### src/rtl/lbist_tpg_c432_pkg.sv
// Shared definitions for the c432 logic-BIST pattern path: session states,
// CUT input width, default LFSR polynomial/seed and the frame cadence shared with the MISR.
package lbist_pkg;

   typedef enum logic [1:0] {
      IDLE = 2'd0,
      RUN  = 2'd1,
      DONE = 2'd2
   } state_t;

   localparam int C432_IN_WIDTH = 36;

   // x^36 + x^11 + 1, expressed as a Fibonacci tap mask (bits 35 and 10)
   localparam logic [C432_IN_WIDTH-1:0] DEFAULT_POLY = 36'h8_0000_0400;
   localparam logic [C432_IN_WIDTH-1:0] DEFAULT_SEED = 36'h0_0000_0001;

   localparam int LBIST_FRAME_LEN = 8;

endpackage

### src/rtl/lbist_tpg_c432_if.sv
// Controller-to-TPG bundle: session request/seed in, CUT stimulus and session status out.
interface lbist_tpg_c432_if #(
   parameter int WIDTH = 36
);
   logic             start;
   logic             seed_load;
   logic [WIDTH-1:0] seed_in;
   logic [WIDTH-1:0] pattern;
   logic             pattern_valid;
   logic [2:0]       frame_idx;
   logic             frame_last;
   logic             busy;
   logic             done;
   logic [15:0]      pattern_count;

   modport master (
      output start, seed_load, seed_in,
      input  pattern, pattern_valid, frame_idx, frame_last, busy, done, pattern_count
   );

   modport slave (
      input  start, seed_load, seed_in,
      output pattern, pattern_valid, frame_idx, frame_last, busy, done, pattern_count
   );
endinterface

### src/rtl/lbist_tpg_c432_lfsr.sv
// Fibonacci LFSR with load / advance / hold; shifts left and feeds the tap parity into bit 0.
module lbist_lfsr
   import lbist_pkg::*;
#(
   parameter int               WIDTH = C432_IN_WIDTH,
   parameter logic [WIDTH-1:0] POLY  = DEFAULT_POLY,
   parameter logic [WIDTH-1:0] INIT  = DEFAULT_SEED
) (
   input  logic             clk,
   input  logic             rst,
   input  logic             load,
   input  logic             advance,
   input  logic [WIDTH-1:0] load_value,
   output logic [WIDTH-1:0] state
);

   logic [WIDTH-1:0] state_reg;

   always_ff @(posedge clk) begin
      if (rst) begin
         state_reg <= INIT;
      end else if (load) begin
         state_reg <= load_value;
      end else if (advance) begin
         state_reg <= {state_reg[WIDTH-2:0], ^(state_reg & POLY)};
      end
   end

   assign state = state_reg;

endmodule

### src/rtl/lbist_tpg_c432.sv
// LFSR test-pattern generator and session sequencer for the c432 BIST path (7 pattern + 1 unload slot frames).
// Optional build macro TPG_PHASE_SHIFTER_EN inserts an XOR phase shifter between LFSR and CUT.
module lbist_tpg_c432
   import lbist_pkg::*;
#(
   parameter int               WIDTH        = C432_IN_WIDTH,
   parameter logic [WIDTH-1:0] POLY         = DEFAULT_POLY,
   parameter logic [WIDTH-1:0] SEED         = DEFAULT_SEED,
   parameter int               NUM_PATTERNS = 128,
   parameter int               FRAME_LEN    = LBIST_FRAME_LEN
) (
   input  logic             clk,
   input  logic             rst,
   lbist_tpg_c432_if.slave  bus
);

   localparam logic [2:0]  LAST_SLOT = 3'(FRAME_LEN - 1);
   localparam logic [15:0] NUM_P     = 16'(NUM_PATTERNS);

   state_t           state_reg, state_next;
   logic [2:0]       slot_reg;
   logic [15:0]      count_reg;
   logic [WIDTH-1:0] pattern_reg;
   logic             valid_reg, last_reg, busy_reg, done_reg;
   logic [2:0]       frame_idx_reg;

   logic             accept, finish, last_slot, issue_valid;
   logic [WIDTH-1:0] seed_pick, seed_val, lfsr_q, shaped;

   lbist_lfsr #(.WIDTH(WIDTH), .POLY(POLY), .INIT(SEED)) u_lfsr (
      .clk        (clk),
      .rst        (rst),
      .load       (accept),
      .advance    (issue_valid),
      .load_value (seed_val),
      .state      (lfsr_q)
   );

`ifdef TPG_PHASE_SHIFTER_EN
   for (genvar gi = 0; gi < WIDTH; gi++) begin : g_phase
      assign shaped[gi] = lfsr_q[gi] ^ lfsr_q[(gi + 7) % WIDTH] ^ lfsr_q[(gi + 19) % WIDTH];
   end
`else
   assign shaped = lfsr_q;
`endif

   always_ff @(posedge clk) begin
      if (rst) begin
         state_reg <= IDLE;
      end else begin
         state_reg <= state_next;
      end
   end

   // A session ends on the edge after its final unload slot: slot counter has wrapped with the quota met.
   always_comb begin
      state_next  = state_reg;
      seed_pick   = bus.seed_load ? bus.seed_in : SEED;
      seed_val    = (seed_pick == '0) ? {{(WIDTH-1){1'b0}}, 1'b1} : seed_pick;
      accept      = 1'b0;
      last_slot   = (slot_reg == LAST_SLOT);
      finish      = 1'b0;
      issue_valid = 1'b0;
      case (state_reg)
         IDLE, DONE: begin
            if (bus.start) begin
               accept     = 1'b1;
               state_next = RUN;
            end
         end
         RUN: begin
            finish      = (slot_reg == 3'd0) && (count_reg == NUM_P);
            issue_valid = !finish && !last_slot && (count_reg < NUM_P);
            if (finish) begin
               state_next = DONE;
            end
         end
         default: state_next = IDLE;
      endcase
   end

   always_ff @(posedge clk) begin
      if (rst) begin
         slot_reg      <= '0;
         count_reg     <= '0;
         pattern_reg   <= '0;
         valid_reg     <= 1'b0;
         last_reg      <= 1'b0;
         frame_idx_reg <= '0;
         busy_reg      <= 1'b0;
         done_reg      <= 1'b0;
      end else begin
         busy_reg <= (state_next == RUN);
         done_reg <= (state_next == DONE);
         if (accept) begin
            slot_reg      <= '0;
            count_reg     <= '0;
            valid_reg     <= 1'b0;
            last_reg      <= 1'b0;
            frame_idx_reg <= '0;
         end else if (state_reg == RUN && !finish) begin
            frame_idx_reg <= slot_reg;
            last_reg      <= last_slot;
            valid_reg     <= issue_valid;
            slot_reg      <= last_slot ? 3'd0 : slot_reg + 3'd1;
            if (issue_valid) begin
               pattern_reg <= shaped;
               count_reg   <= count_reg + 16'd1;
            end
         end
      end
   end

   assign bus.pattern       = pattern_reg;
   assign bus.pattern_valid = valid_reg;
   assign bus.frame_idx     = frame_idx_reg;
   assign bus.frame_last    = last_reg;
   assign bus.busy          = busy_reg;
   assign bus.done          = done_reg;
   assign bus.pattern_count = count_reg;

endmodule

### src/flat_wrapper.sv
// flat-port wrapper written by rule: the top's interface ports become plain ports
module lbist_tpg_c432_flat import lbist_pkg::*;
#(
   parameter int               WIDTH        = C432_IN_WIDTH,
   parameter logic [WIDTH-1:0] POLY         = DEFAULT_POLY,
   parameter logic [WIDTH-1:0] SEED         = DEFAULT_SEED,
   parameter int               NUM_PATTERNS = 128,
   parameter int               FRAME_LEN    = LBIST_FRAME_LEN
)
  (clk, rst, bus_start, bus_seed_load, bus_seed_in, bus_pattern, bus_pattern_valid, bus_frame_idx, bus_frame_last, bus_busy, bus_done, bus_pattern_count);
  lbist_tpg_c432_if #(.WIDTH(WIDTH)) bus_i ();
  input  logic clk;
  input  logic rst;
  input wire logic [$bits(bus_i.start)-1:0] bus_start;
  input wire logic [$bits(bus_i.seed_load)-1:0] bus_seed_load;
  input wire logic [$bits(bus_i.seed_in)-1:0] bus_seed_in;
  output wire logic [$bits(bus_i.pattern)-1:0] bus_pattern;
  output wire logic [$bits(bus_i.pattern_valid)-1:0] bus_pattern_valid;
  output wire logic [$bits(bus_i.frame_idx)-1:0] bus_frame_idx;
  output wire logic [$bits(bus_i.frame_last)-1:0] bus_frame_last;
  output wire logic [$bits(bus_i.busy)-1:0] bus_busy;
  output wire logic [$bits(bus_i.done)-1:0] bus_done;
  output wire logic [$bits(bus_i.pattern_count)-1:0] bus_pattern_count;
  assign bus_i.start = bus_start;
  assign bus_i.seed_load = bus_seed_load;
  assign bus_i.seed_in = bus_seed_in;
  assign bus_pattern = bus_i.pattern;
  assign bus_pattern_valid = bus_i.pattern_valid;
  assign bus_frame_idx = bus_i.frame_idx;
  assign bus_frame_last = bus_i.frame_last;
  assign bus_busy = bus_i.busy;
  assign bus_done = bus_i.done;
  assign bus_pattern_count = bus_i.pattern_count;
  lbist_tpg_c432 #(.WIDTH(WIDTH), .POLY(POLY), .SEED(SEED), .NUM_PATTERNS(NUM_PATTERNS), .FRAME_LEN(FRAME_LEN)) u_core (.clk(clk), .rst(rst), .bus(bus_i));
endmodule
### config.mk
export PLATFORM = sky130hd
export DESIGN_NAME = lbist_tpg_c432_flat
export DESIGN_NICKNAME = d
export VERILOG_FILES = /design/src/rtl/lbist_tpg_c432_pkg.sv /design/src/rtl/lbist_tpg_c432_if.sv /design/src/rtl/lbist_tpg_c432_lfsr.sv /design/src/rtl/lbist_tpg_c432.sv /design/src/flat_wrapper.sv
export SDC_FILE = /design/constraint.sdc
export NUM_CORES = 1
export LEC_CHECK = 0
export ABC_AREA = 0
export CAP_MARGIN = 15
export CORE_ASPECT_RATIO = 1.25
export CORE_MARGIN = 8
export CORE_UTILIZATION = 31
export DETAILED_ROUTE_END_ITERATION = 8
export GPL_TIMING_DRIVEN = 0
export PLACE_DENSITY_LB_ADDON = 0.1
export SYNTH_ARGS = -nofsm -noshare
export SYNTH_HDL_FRONTEND = slang
export SYNTH_SLANG_ARGS = --single-unit
### constraint.sdc
create_clock -name clk -period 3.6 [get_ports clk]
set_input_delay 0.9 -clock clk [delete_from_list [all_inputs] [get_ports clk]]
set_output_delay 0.9 -clock clk [all_outputs]
set_load 0.01 [all_outputs]
==> results of run 1 <==
-- worst min-delay path by stage --
| stage | startpoint | end | slack (ns) | cells past startpoint |
|---|---|---|---|---|
| 2_1_floorplan | u_core.u_lfsr.state[34]$_SDFFE_PP0P_ | u_core.bus.pattern[34]$_SDFFE_PP0P_ | 0.44 | 2 |
| 3_3_place_gp | u_core.bus.frame_idx[2]$_SDFFE_PP0P_ | u_core.bus.frame_idx[2]$_SDFFE_PP0P_ | 0.45 | 2 |
| 3_5_place_dp | u_core.bus.pattern[20]$_SDFFE_PP0P_ | u_core.bus.pattern[20]$_SDFFE_PP0P_ | 0.45 | 2 |
| 4_1_cts | u_core.bus.pattern[6]$_SDFFE_PP0P_ | u_core.bus.pattern[6]$_SDFFE_PP0P_ | 0.46 | 2 |
| 5_1_grt | u_core.bus.pattern[7]$_SDFFE_PP0P_ | u_core.bus.pattern[7]$_SDFFE_PP0P_ | 0.48 | 2 |
| 6_report | u_core.bus.frame_idx[2]$_SDFFE_PP0P_ | u_core.bus.frame_idx[2]$_SDFFE_PP0P_ | 0.46 | 2 |
-- layer usage --
metal / vias to the layer above / wire [um]
met1: 1710 / 5090
met5: - / 0
li1: 1804 / -
met2: 86 / 6240
met3: 9 / 770
met4: 0 / 144
-- worst max-delay path, cell delays in order --
cell,delay (ns)
clkdlybuf4s50_1,0.52
nand2b_1,0.07
clkbuf_1,0.24
nand2b_1,0.13
clkbuf_1,0.47
buf_1,0.44
nor2_1,0.10
-- power by group --
part | leakage, nW | internal [mW] | switching, mW
registers | 0.815 | 1.16 | 0.0296
clock network | 0.149 | 0.575 | 0.414
logic | 0.932 | 0.126 | 0.169
-- synth_stat cells, types with 2 or more instances --
master	number	area share [%]
or4_1	2	0.39
nor2_1	14	1.4
nand2_1	116	11
xor2_1	4	0.91
or3_1	2	0.32
nand2b_1	3	0.49
a222oi_1	4	1.0
nand4_1	7	1.1
a21o_1	5	0.97
dfxtp_1	100	52
nor4_1	8	1.3
nand3_1	5	0.65
buf_1	2	0.19
o21ai_0	3	0.39
buf_2	9	1.2
nor2b_1	3	0.49
or3b_2	2	0.45
a21oi_1	78	10
ha_1	5	1.6
or4b_1	2	0.52
and2_1	9	1.5
clkbuf_1	22	2.1
a311oi_1	25	5.7
inv_1	4	0.39
o31ai_1	2	0.39
xnor2_1	2	0.45
-- cell usage in the layout, fill, tap and decap left out, types with 5 or more instances in the layout --
| cell type | synthesis | final |
|---|---|---|
| dfxtp_1 | 100 | 100 |
| nor4_1 | 8 | 8 |
| a21oi_1 | 78 | 78 |
| a21o_1 | 5 | 5 |
| and2_1 | 9 | 9 |
| a311oi_1 | 25 | 25 |
| ha_1 | 5 | 5 |
| nand2_1 | 116 | 116 |
| nand3_1 | 5 | 5 |
| clkbuf_1 | 22 | 23 |
| clkbuf_16 | 0 | 9 |
| nand4_1 | 7 | 7 |
| clkdlybuf4s50_1 | 0 | 98 |
| nor2_1 | 14 | 14 |
| buf_2 | 9 | 9 |
-- cells by family (layout without fill, tap and decap cells) --
kind of cell	Yosys count	after routing	synth area share, %
adders and majority gates	5	5	1.62
DFF	100	100	51.8
xor gates and xnor gates	6	6	1.36
and+or+nand+nor	180	180	21.6
muxes	1	1	0.259
buffers and inverters	38	152	4.18
AOI/OAI and AO/OA	120	120	19.2
-- layout make-up --
type | instances | area share [%]
Multi-Input combinational cell | 312 | 31.8
Clock inverter | 4 | 0.888
Sequential cell | 100 | 37.4
Timing Repair Buffer | 98 | 18.3
Buffer | 34 | 2.73
Clock buffer | 12 | 4.79
Inverter | 4 | 0.280
Tap cell | 164 | 3.83
-- per-stage QoR --
step	power (mW)	setup WS (ns)	hold slack [ns]	cell area, um^2
3_3_place_gp	1.50	0.589	0.446	5050
6_report	2.47	0.932	0.459	5350
3_5_place_dp	1.51	0.562	0.449	5050
5_1_grt	2.57	0.756	0.478	5350
4_1_cts	2.50	0.910	0.460	5350
2_1_floorplan	1.36	1.37	0.444	3860
==> flow_summary.ini, run 1 <==
[status]
status = complete, no violations

[floorplanning]
dieHeight_um = 141
coreArea_mm2 = 0.0122
dieArea_mm2 = 0.0163
ios = 99
start_util_pct = 31.8
die_x_um = 116
fp-row-count = 45

[worst_setup_path]
r2r-start = u_core.slot_reg[0]$_SDFFE_PP0P_
cp-startpoint = bus_start
reg2reg_to = u_core.u_lfsr.state[32]$_SDFFE_PP0P_
start_kind = input pin
crit_required_ns = 3.81
crit_path_end_kind = flop
critical_path_class = in -> reg
crit_end = u_core.bus.pattern_count[0]$_SDFFE_PP0P_
r2r_slack_ns = 0.96
reg2regPathDepth = 8
worst-endpoint-arrival_ns = 2.88
path_max_fanout = 10

[placement]
dp_cells = 712
gp_congestion = 0.815
port_buffers = 98
hpwlAfterDp_um = 9340

[clock_tree]
cts.reportedPaths.clkPinSlew_ns = 0.07
cts_sinks = 100
clockRootBuffer = clkbuf_16
cts_max_level = 3
cts_buffers = 9
post_cts_buffers = 0
clkLatencyLatePin_ns = 0.34
hold_buffers = 0
cts_buffer_depth = 2
cts_resized = 0
tritoncts = done

[drt]
dr_total_vias = 3609
drt_first_pass_iters = 4
post_drt_wl_per_cell_um = 16.8
wirelength_um = 12200
drc_errors = 0
drt_iter0_drc = 182
drt.antenna.violating_nets = 0
viasPerCell = 4.96

[cells_and_area]
multi_input_area_mm2 = 0.00170
post-route-util_pct = 44.0
insertedDiodeCount = 0
layoutNonFillerInstCount = 728
fill_cells = 1223
drive_gt1_share_pct = 5.50
regArea_mm2 = 0.00200
num-nets-final = 604
area_growth_pct = 38.6

[synth]
seq_area_frac_synth_pct = 51.8
async_reset_ff_share_pct = 0
synth_warnings = 0
syn_inst = 450
synthFlopType = dfxtp_1
synth_fp_nets = 495
synth_edf_count = 0
synth.cell_area_mm2 = 0.00386
yosysUniqueCellTypes = 38
avgSynthCellArea_um2 = 8.59
ys_ff_latch = 100

[global_routing]
track_usage_pct = 15.1
use_met3_pct = 4.27
grt_max_degree = 16
grt_pass1_wl_um = 19300
grt_util_met1_pct = 17.5
grt_pass1_vias = 3571
met2_usage_pct = 26.0
busiest_layer = met2
grt-ovfl-total = 0
grt_antenna_before_repair = 0

[sta]
worstMarginPinSlew_ns = 0.647
rsz0062_at_grt = no
setup_viol = 0
fin_crit_ns = 2.67
slew_viol_final = 0
post-route-period-util_pct = 74.1
finClkSkew_ns = 0.00538
finalHoldViolCount = 0
timing.fmax_ghz = 0.375
tns_ns = 0
maxSlewHeadroom_pct = 56.4

[power_and_ir_drop]
power.density_mw_per_mm2 = 461
peakVddDrop_mv = 0.206
p_leak_nw = 1.89

[run]
maxCapViolCount = 0

[hold_path]
min_path_type = reg -> reg
Power figures use the tool's default switching activity.
==> run 2, diff against run 1 <==
clock period = 2.52 ns   (was 3.6 ns; I/O delays follow)
==> flow_summary.ini, run 2 (synthesis results as in run 1) <==
[status]
status = complete, no violations

[power_and_ir_drop]
power.switching_mw = 0.879
switching_share_pct = 24.8
pwr-share-comb_pct = 12.1
power.density_mw_per_mm2 = 658
p_leak_nw = 1.91
power_frac_seq_pct = 47.9
intPower_mw = 2.66
clkPwrFrac_pct = 40.0
peakVddDrop_mv = 0.293

[cells_and_area]
num-nets-final = 603
insertedDiodeCount = 0
layout_common_cells = nand2_1, dfxtp_1, clkdlybuf4s50_1
drive_gt1_share_pct = 6.57
area_growth_pct = 39.3
final_common_cell = nand2_1

[global_routing]
grt-ovfl-total = 0
grt_max_degree = 16
grt_pass1_vias = 3566
track_usage_pct = 15.1
grt_pass1_wl_um = 19300
grt_antenna_before_repair = 0

[drt]
viasPerCell = 4.98
dr_total_vias = 3620
drt_iter0_drc = 201
wirelength_um = 12300
drt.antenna.violating_nets = 0
drt_first_pass_iters = 4
post_drt_wl_per_cell_um = 16.9
drc_errors = 0

[worst_setup_path]
worst-endpoint-arrival_ns = 2.62
crit_required_ns = 2.73
path_max_fanout = 10
r2r_slack_ns = 0.10
start_kind = flop
critical_path_class = reg -> reg
crit_path_end_kind = flop

[hold_path]
min_path_type = reg -> reg

[floorplanning]
fp-row-count = 45
start_util_pct = 31.8
ios = 99
dieArea_mm2 = 0.0163
coreArea_mm2 = 0.0122
die_x_um = 116
dieHeight_um = 141

[sta]
tns_ns = 0
finClkSkew_ns = 0.00582
timing.fmax_ghz = 0.414
worstMarginPinSlew_ns = 0.649
rsz0062_at_grt = no
setup_slack_ns = 0.103
post-route-period-util_pct = 95.9
setup_viol = 0
finalHoldViolCount = 0
fin_crit_ns = 2.42
maxSlewHeadroom_pct = 56.4
slew_viol_final = 0

[clock_tree]
post_cts_buffers = 0
cts_buffer_depth = 2
cts_max_level = 3
tritoncts = done
cts_sinks = 100
clkLatencyLatePin_ns = 0.34
cts_buffers = 9
cts_resized = 3
hold_buffers = 0
clockRootBuffer = clkbuf_16
cts.reportedPaths.clkPinSlew_ns = 0.07

[placement]
hpwlAfterDp_um = 9340
gp_congestion = 0.815
dpl_worst_slack_ns = -0.248
port_buffers = 98

[run]
maxCapViolCount = 0
-- run 2: cell count changes in the layout (fill, tap and decap cells not counted), moves of 3 or more --
cell      before  now
clkbuf_1      23   18
buf_2          9    5
clkbuf_2       0    4
buf_4          0    3
-- run 2: power by group through the flow --
stage | clock network, mW | logic (mW) | registers [mW]
after global placement | 0 | 0.421 | 1.73
after detailed placement | 0 | 0.424 | 1.73
after floorplan | 0 | 0.211 | 1.73
after global routing | 1.51 | 0.473 | 1.70
after CTS | 1.45 | 0.428 | 1.69
final | 1.42 | 0.430 | 1.69
-- run 2: layout make-up --
type                    count  area (um^2)
plain buffers              33          161
clock inverters             4         47.5
flip-flops and latches    100         2000
clock buffers              12          256
repair buffers             98          981
well taps                 164          205
inverters                   4         15.0
fillers                  1220         6780
multi-input cells         312         1710
-- run 2: metrics by stage --
stage | hold slack (ns) | area, um^2 | power (mW) | util, % | std cells
after floorplan | 0.444 | 3860 | 1.94 | - | 450
after global placement | 0.446 | 5050 | 2.15 | 41.5 | 712
after detailed placement | 0.449 | 5050 | 2.15 | 41.5 | 712
after CTS | 0.460 | 5360 | 3.57 | 44.1 | 728
after global routing | 0.478 | 5380 | 3.68 | 44.2 | 727
final | 0.459 | 5380 | 3.54 | 44.2 | 727
-- run 2: final timing paths --
path,startpoint,to,depth (start not counted)
max,u_core.slot_reg[0]$_SDFFE_PP0P_,u_core.bus.pattern[33]$_SDFFE_PP0P_,9
min,u_core.bus.pattern[35]$_SDFFE_PP0P_,u_core.bus.pattern[35]$_SDFFE_PP0P_,2
max reg2reg,u_core.slot_reg[0]$_SDFFE_PP0P_,u_core.bus.pattern[33]$_SDFFE_PP0P_,9
min reg2reg,u_core.bus.pattern[35]$_SDFFE_PP0P_,u_core.bus.pattern[35]$_SDFFE_PP0P_,2
-- run 2: per-layer routing --
layer	vias to the layer above	track usage (%)	wire (um)
li1	1805	-	-
met1	1717	17.5	5120
met2	90	26.0	6250
met3	8	4.27	762
met4	0	4.72	144
met5	-	0	0
-- run 2: critical path, stage by stage (launching register included) --
cell     delay (ns)
dfxtp_1        0.34
ha_1           0.22
ha_2           0.20
or4b_4         0.56
or3_1          0.34
buf_6          0.16
buf_6          0.14
buf_4          0.17
nand2_1        0.07
a21oi_1        0.07
==> run 3, diff against run 2 <==
ABC_CLOCK_PERIOD_IN_PS = 2520   (was not set)
CAP_MARGIN = not set   (was 15)
PLACE_DENSITY = 0.61   (was not set)
PLACE_DENSITY_LB_ADDON = not set   (was 0.1)
==> flow_summary.ini, run 3 (synthesis results as in run 1) <==
[clock_tree]
tritoncts = done
cts_buffer_depth = 2
hold_buffers = 0
cts_max_level = 3
clockRootBuffer = clkbuf_16
clkLatencyLatePin_ns = 0.35
cts.reportedPaths.clkPinSlew_ns = 0.07
cts_buffers = 9
cts_sinks = 100
post_cts_buffers = 0

[floorplanning]
coreArea_mm2 = 0.0122
fp-row-count = 45
ios = 99
die_x_um = 116
dieHeight_um = 141
start_util_pct = 31.8
dieArea_mm2 = 0.0163

[placement]
hpwlAfterDp_um = 9280
port_buffers = 98
gp_congestion = 0.845
dp_cells = 712
place_area_mm2 = 0.00505

[sta]
setup_viol = 0
finClkSkew_ns = 0.00816
timing.fmax_ghz = 0.411
maxSlewHeadroom_pct = 51.3
rsz0062_at_grt = yes
slew_viol_final = 0
finalHoldViolCount = 0
post-route-period-util_pct = 96.6
fin_crit_ns = 2.43
worstMarginPinSlew_ns = 0.724

[global_routing]
grt_pass1_vias = 3647
grt-ovfl-total = 0
grt_pass1_wl_um = 18500
grt_max_degree = 18
grt_antenna_before_repair = 0
track_usage_pct = 14.6

[power_and_ir_drop]
power_frac_seq_pct = 48.1
peakVddDrop_mv = 0.304
total_power_mw = 3.52
switching_share_pct = 25.8
clkPwrFrac_pct = 39.8
p_leak_nw = 1.89
power.switching_mw = 0.907
power.density_mw_per_mm2 = 655
pwr-share-comb_pct = 12.1
intPower_mw = 2.61

[cells_and_area]
num-nets-final = 603
drive_gt1_share_pct = 6.22
final_common_cell = nand2_1
finalInstanceArea_mm2 = 0.00537
layoutNonFillerInstCount = 727
layout_common_cells = nand2_1, dfxtp_1, clkdlybuf4s50_1
fill_cells = 1234
regArea_mm2 = 0.00200
multi_input_area_mm2 = 0.00171
insertedDiodeCount = 0
area_growth_pct = 39.1

[worst_setup_path]
cp-startpoint = u_core.slot_reg[0]$_SDFFE_PP0P_
crit_chain = ha_1, ha_2, or4b_4, or3_1, buf_4, buf_6, clkbuf_4, nand2_1, a21oi_1
worst-endpoint-arrival_ns = 2.64
path_max_fanout = 10
start_kind = flop
r2r-start = u_core.slot_reg[0]$_SDFFE_PP0P_
max_stage_delay_ns = 0.56
r2r_slack_ns = 0.09
crit_path_end_kind = flop
critical_path_class = reg -> reg
cpMaxStageDelayCell = or4b_4
crit_required_ns = 2.73

[run]
maxCapViolCount = 0

[hold_path]
min_from = u_core.bus.pattern[24]$_SDFFE_PP0P_
min_path_type = reg -> reg

[drt]
post_drt_wl_per_cell_um = 16.4
drt.antenna.violating_nets = 0
drt_iter0_drc = 231
dr_total_vias = 3689
wirelength_um = 12000
drc_errors = 0
drt_first_pass_iters = 4
viasPerCell = 5.07

[status]
status = complete, no violations
run 3: stage by stage:
stage	hold slack, ns	TNS [ns]	setup slack [ns]	util (%)
finish	0.459	0	0.0860	44.2
global route	0.478	-0.134	-0.0208	44.2
floorplan	0.444	0	0.290	-
global placement	0.448	-1.59	-0.165	41.5
CTS	0.460	0	0.000192	44.0
detailed placement	0.451	-1.94	-0.193	41.5
run 3: repair_timing:
action                     in CTS  in global routing
setup endpoints to repair       4                 75
pin swaps                       0                  1
resized for setup               2                  9
run 3: layout make-up:
class | instances | area share [%]
Sequential cell | 100 | 37.3
Timing Repair Buffer | 98 | 18.3
Inverter | 4 | 0.279
Tap cell | 164 | 3.82
Multi-Input combinational cell | 312 | 31.9
Clock inverter | 7 | 1.44
Buffer | 33 | 2.89
Clock buffer | 9 | 4.19
run 3: power by group through the flow:
stage,registers [mW],logic [mW],clock network [mW]
3_3_place_gp,1.73,0.414,0
3_5_place_dp,1.73,0.421,0
2_1_floorplan,1.73,0.211,0
5_1_grt,1.70,0.466,1.49
4_1_cts,1.69,0.424,1.43
6_report,1.69,0.425,1.40
run 3: path summary, 6_finish.rpt:
check | endpoint | cells past startpoint
worst max register to register | u_core.bus.pattern[27]$_SDFFE_PP0P_ | 9
worst max-delay path | u_core.bus.pattern[27]$_SDFFE_PP0P_ | 9
worst min-delay path | u_core.bus.pattern[24]$_SDFFE_PP0P_ | 2
worst min register to register | u_core.bus.pattern[24]$_SDFFE_PP0P_ | 2
run 3: worst max-delay path, delay by kind of cell, from the launching register on:
family,cells,cell delay (ns)
fa+ha+maj,2,0.42
buf+inv,3,0.52
compound gates,1,0.07
simple gates,3,0.96
flops,1,0.34
run 3: routing by layer:
metal	track usage, %	vias up	part of all wire [%]
met2	24.7	115	48
li1	-	1805	-
met5	0	-	0
met3	3.72	24	6.8
met4	7.12	0	3.2
met1	16.5	1745	42
